$ cat config.mk
export PLATFORM = sky130hd
export DESIGN_NAME = serial_subtractor
export DESIGN_NICKNAME = d
export VERILOG_FILES = /design/src/rtl/serial_subtractor.sv
export SDC_FILE = /design/constraint.sdc
export NUM_CORES = 1
export LEC_CHECK = 0
export BUFFER_PORTS_ARGS = -buffer_cell sky130_fd_sc_hd__clkbuf_2
export CAP_MARGIN = 20
export CORE_ASPECT_RATIO = 1.2
export CORE_MARGIN = 2
export CORE_UTILIZATION = 55
export DETAILED_ROUTE_END_ITERATION = 6
export HOLD_SLACK_MARGIN = 0.15
export PLACE_DENSITY_LB_ADDON = 0.25
export SLEW_MARGIN = 5
export SYNTH_ARGS = -nofsm -noshare
export SYNTH_HDL_FRONTEND = slang
export SYNTH_SLANG_ARGS = --single-unit
export TNS_END_PERCENT = 100
$ cat constraint.sdc
create_clock -name clk -period 2.25 [get_ports clk]
set_input_delay 0.225 -clock clk [delete_from_list [all_inputs] [get_ports clk]]
set_output_delay 0.225 -clock clk [all_outputs]
set_load 0.05 [all_outputs]
$ cat src/rtl/serial_subtractor.sv
// Bit-serial WIDTH-bit subtractor: one full-subtractor cell, LSB first, start/done handshake.
// Define SERIAL_SUB_OVF_EN to add the signed-overflow output ovf.
module serial_subtractor #(
  parameter int WIDTH = 8
) (
  input  logic             clk,
  input  logic             rst_n,
  input  logic             start,
  input  logic [WIDTH-1:0] in1,
  input  logic [WIDTH-1:0] in2,
  input  logic             borrow_in,
  output logic             busy,
  output logic             done,
  output logic [WIDTH-1:0] diff,
  output logic             borrow
`ifdef SERIAL_SUB_OVF_EN
  ,
  output logic             ovf
`endif
);

  localparam int CW = (WIDTH > 1) ? $clog2(WIDTH) : 1;
  localparam logic [CW-1:0] LAST = CW'(WIDTH - 1);

  localparam logic [1:0] IDLE  = 2'd0;
  localparam logic [1:0] SHIFT = 2'd1;
  localparam logic [1:0] DONE  = 2'd2;

  logic [1:0]       state;
  logic [WIDTH-1:0] a_sr, b_sr, res;
  logic [CW-1:0]    cnt;
  logic             br;
  logic             a0, b0, d, br_nx;

  assign a0    = a_sr[0];
  assign b0    = b_sr[0];
  assign d     = a0 ^ b0 ^ br;
  assign br_nx = (~a0 & b0) | (~(a0 ^ b0) & br);

  assign busy = (state == SHIFT);
  assign done = (state == DONE);

  always_ff @(posedge clk or negedge rst_n) begin
    if (!rst_n) begin
      state  <= IDLE;
      a_sr   <= '0;
      b_sr   <= '0;
      res    <= '0;
      cnt    <= '0;
      br     <= 1'b0;
      diff   <= '0;
      borrow <= 1'b0;
`ifdef SERIAL_SUB_OVF_EN
      ovf    <= 1'b0;
`endif
    end else begin
      case (state)
        IDLE: begin
          if (start) begin
            a_sr  <= in1;
            b_sr  <= in2;
            br    <= borrow_in;
            res   <= '0;
            cnt   <= '0;
            state <= SHIFT;
          end
        end
        SHIFT: begin
          a_sr <= a_sr >> 1;
          b_sr <= b_sr >> 1;
          br   <= br_nx;
          res  <= {d, res[WIDTH-1:1]};
          cnt  <= cnt + 1'b1;
          // On the MSB cycle the outputs are loaded directly so they are valid in DONE.
          if (cnt == LAST) begin
            diff   <= {d, res[WIDTH-1:1]};
            borrow <= br_nx;
`ifdef SERIAL_SUB_OVF_EN
            ovf    <= (a0 ^ b0) & (a0 ^ d);
`endif
            state  <= DONE;
          end
        end
        DONE:    state <= IDLE;
        default: state <= IDLE;
      endcase
    end
  end

endmodule

* Word level (Yosys, flattened, before mapping)
Index checks and enable logic that the tools add are counted.
W data, S select, Z words.
** Cells by class
- Bitwise logic cells :: 7
- Multiplexer cells :: 13
- $add $sub $neg :: 1
- Reduce and logical (&&, ||, !) cells :: 5
- Eq/ne operators :: 5
** Operators with widths (number)
- $pmux W8 S2 :: 3
- $mux W8 :: 3
- $pmux W3 S2 :: 1
- $reduce_and A2 Y1 :: 3
- $mux W2 :: 2
- $pmux W2 S2 :: 1
- $add A3 B1 Y3 const B :: 1
- $eq A3 B3 Y1 const B :: 1
- $mux W3 :: 1
- $and A1 B1 Y1 :: 2
- $eq A2 B1 Y1 const B :: 1
- $eq A2 B2 Y1 const B :: 1
- $logic_not A2 Y1 :: 1
- $ne A2 B1 Y1 const B :: 1
- $ne A2 B2 Y1 const B :: 1
- $not A1 Y1 :: 2
- $pmux W1 S2 :: 1
- $reduce_bool A2 Y1 :: 1
- $xor A1 B1 Y1 :: 2
- $mux W1 :: 1
- $or A1 B1 Y1 :: 1
** Word-level totals
- Output and inout port bits :: 11
- Input port bits :: 20
- Register bits :: 39

* Longest topological paths before layout
- Depth after elaboration :: 5
- Depth in mapped cells :: 6
- Gate-level depth less buffers :: 5

* Worst setup path after synthesis
Ideal clock, no wire load.
- Path kind :: register to output
- From :: register state[1]
- To :: output done
- Stages on the path, launching flop included :: 5
- Arrival :: 1.378 ns
- Buffers on the path :: 2
- Slack :: 0.647 ns
- Path through :: dfrtp_1 -> buf_2 -> inv_1 -> buf_2 -> nor2_1
** Between the ends
- Cells in the longest elaborated chain, start to end :: 1
** RTL lines
- start, declared :: line 29 : logic [1:0] state;
- start signal, assigned :: line 45 : state <= IDLE;
- start signal, assigned :: line 65 : state <= SHIFT;
- start signal, assigned :: line 81 : state <= DONE;
- $eq A2 B2 Y1 :: line 41 : assign done = (state == DONE);
- end, declared :: line 13 : output logic done,
No other way between the ends.

* Final worst setup path
- From :: register state[0]
- To :: output busy
** Between the ends
- Cells in the longest elaborated chain, start to end :: 1
** RTL lines
- $eq A2 B1 Y1 :: line 40 : assign busy = (state == SHIFT);
- end, declared :: line 12 : output logic busy,
No other way between the ends.

==> results.toml <==
[global_routing]
track_usage_pct = 21.6
first_global_vias = 1244
overflow = 0
grt_pass1_wl_um = 5440
antenna_found_initial = 0
grt_start_max_net_pins = 39

[yosys]
async_reset_ff_share_pct = 100
yosysTopAreaCell = "dfrtp_1"
synth_seq_cells = 38
synth-seq-area-share_pct = 57.3
post_synth.cell_area_avg_um2 = 11.7
synth.cell_area_mm2 = 0.00166
synth_warnings = 0
synth_nets = 165
synth_flop_cell = "dfrtp_1"
synth-edff-count = 0
synth_cell_types = 27
synth.top_cells.by_area = "dfrtp_1 57%, o22ai_1 9.8%, a22o_1 4.7%"
synth_top_area_share_pct = 57.3
synth_commonest_cells = "38 x dfrtp_1, 26 x o22ai_1, 14 x a21oi_1"
synth_most_common_cell = "dfrtp_1"
synth_cells = 142

[pwr]
pwr-share-comb_pct = 41.5
peakVddDrop_uv = 1000
p_seq_share_pct = 44.8
power_leakage_nw = 0.918
powerDensity_mw_per_mm2 = 1410
clockPowerShare_pct = 13.7
swShare_pct = 42.0
switching_power_w = 0.00113
p_int_w = 0.00157

[route]
routed_wl_um = 3220
drtIter0Drc = 41
viasPerCell = 5.93
num_vias = 1239
dr.pass1.iters = 4
wl_per_cell_um = 15.4
drtAntennaViolNets = 0
post-route-drc-count = 0

[timing]
skew_ns = 0.0109
worst_pin_slew_ns = 0.913
drv_slew = 0
min_period_ns = 1.89
fin_crit_sh_pct = 84.1
fmax_mhz = 528
fin_setup_tns_ns = 0
slew_headroom_pct = 39.1
setup_slack_ns = 0.358
setup_violations = 0
hold_viol_final = 0
whs_ns = 0.169
rsz0062_at_grt = "no"

[floorplan]
dieWidth_um = 54.2
dieArea_mm2 = 0.00348
placeableCoreArea_mm2 = 0.00284
start_util_pct = 58.5
io_pins = 31
die_h_um = 64.2
rows = 21

[setup_path]
cp.arrival_ns = 1.67
startpoint_type = "flop"
path_class = "flop to output port"
required_ns = 2.03
crit_fanout = 12
worst_setup_path_end_kind = "output port"

[finish]
layout-drive-gt1-share_pct = 29.7
antenna_cells = 0
regArea_um2 = 951
nFillCells = 235
final_nets = 197
multiInputGateArea_um2 = 612
design_area_mm2 = 0.00191
area_growth_pct = 15.1

[clocking]
cts_resized = 0
cts_root_buffer = "clkbuf_4"
max-clock-path-buffers = 2
insertion_delay_ns = 0.34
path_clk_slew_ns = 0.12
tritoncts = "done"
cts_buffers = 5
cts_max_level = 2
cts_sinks = 38

[placed_design]
pre_cts_slack_ns = 0.759
numPortBuffers = 30
placed_cell_area_mm2 = 0.00180
dp_hpwl_um = 2140
gp_congestion = 0.814

[status]
status = "completed"

[min_path]
hold_path.class = "input pin to flop"

[flow_run]
cap_violations = 0
==> flip-flops by register name (all words and copies together) (netlist names) <==
register  count
borrow        1
b_sr          8
res           7
state         2
cnt           3
br            1
a_sr          8
diff          8
==> routing by layer <==
layer  up-vias  GRT usage (%)  share of wire (%)
met5         -              0                  0
li1        592              -                  -
met2        41           36.4                 50
met4         0           6.56                1.1
met1       601           25.9                 43
met3         5           6.31                5.2
==> power by group through the flow <==
stage          clock [W]  combinational (W)  sequential (W)
2_1_floorplan          0           0.000731         0.00136
3_3_place_gp           0            0.00110         0.00120
3_5_place_dp           0            0.00111         0.00122
4_1_cts         0.000380            0.00113         0.00121
5_1_grt         0.000421            0.00123         0.00125
6_report        0.000370            0.00112         0.00121
==> worst paths after layout <==
| path | endpoint | cells past startpoint | from | slack, ns |
|---|---|---|---|---|
| setup / recovery | busy | 3 | state[0] | 0.36 |
| hold / removal | a_sr[3] | 3 | in1[3] | 0.17 |
| setup reg to reg | diff[0] | 4 | cnt[0] | 0.77 |
| hold reg to reg | borrow | 2 | borrow | 0.50 |
| max in group asynchronous | diff[0] | 2 | rst_n | 1.14 |
| min in group asynchronous | a_sr[4] | 2 | rst_n | 0.54 |
==> cells by family after synthesis <==
logic type	after synthesis	synth area share (%)
and+or+nand+nor	14	5.65
muxes	8	5.43
AOI/OAI and AO/OA	60	23.1
adders and majority gates	3	2.71
buffers and inverters	19	5.88
DFF	38	57.3
==> stage by stage <==
| step | util (%) | cells | power [W] |
|---|---|---|---|
| 6_report | 67.3 | 209 | 0.00270 |
| 5_1_grt | 67.3 | 209 | 0.00291 |
| 4_1_cts | 66.3 | 206 | 0.00272 |
| 3_5_place_dp | 63.3 | 196 | 0.00233 |
| 3_3_place_gp | 63.3 | 196 | 0.00230 |
| 2_1_floorplan | - | 142 | 0.00209 |
==> cells in the final DEF (no fill, tap or decap), drive strengths merged <==
| cell type | n |
|---|---|
| dfrtp | 38 |
| clkbuf | 36 |
| o22ai | 26 |
| a21oi | 15 |
| a22o | 9 |
| mux2 | 8 |
| inv | 7 |
| o21ai | 7 |
| dlygate4sd3 | 5 |
| nand2 | 4 |
| nor2 | 3 |
| nor2b | 2 |
| ha | 2 |
| buf | 2 |
| nand2b | 2 |
| nand3b | 1 |
| o21bai | 1 |
| or3 | 1 |
| o31ai | 1 |
| a221oi | 1 |
| or4b | 1 |
| fa | 1 |
| clkinv | 1 |
| clkinvlp | 1 |
==> final cells by class <==
type	instances	share of cell area, %
multi-input combinational	85	32.0
clock inverter	2	0.655
timing repair buffer	37	11.3
clock buffer	6	2.69
sequential	38	49.8
inverter	7	1.38
tap	34	2.23
==> worst max-delay path, cell delays in order, from the launching register on <==
cell and delay [ns]:
dfrtp_1 0.59, nand2b_1 0.12, inv_1 0.27, clkbuf_2 0.34
==> timing repair <==
| item | 4_1_cts | 5_1_grt |
|---|---|---|
| hold endpoints to repair | 39 | 3 |
| endpoints found under the setup margin | 0 | 0 |
| hold buffers | 2 | 3 |
| buffers inserted | 0 | 0 |
Power figures use the tool's default switching activity.
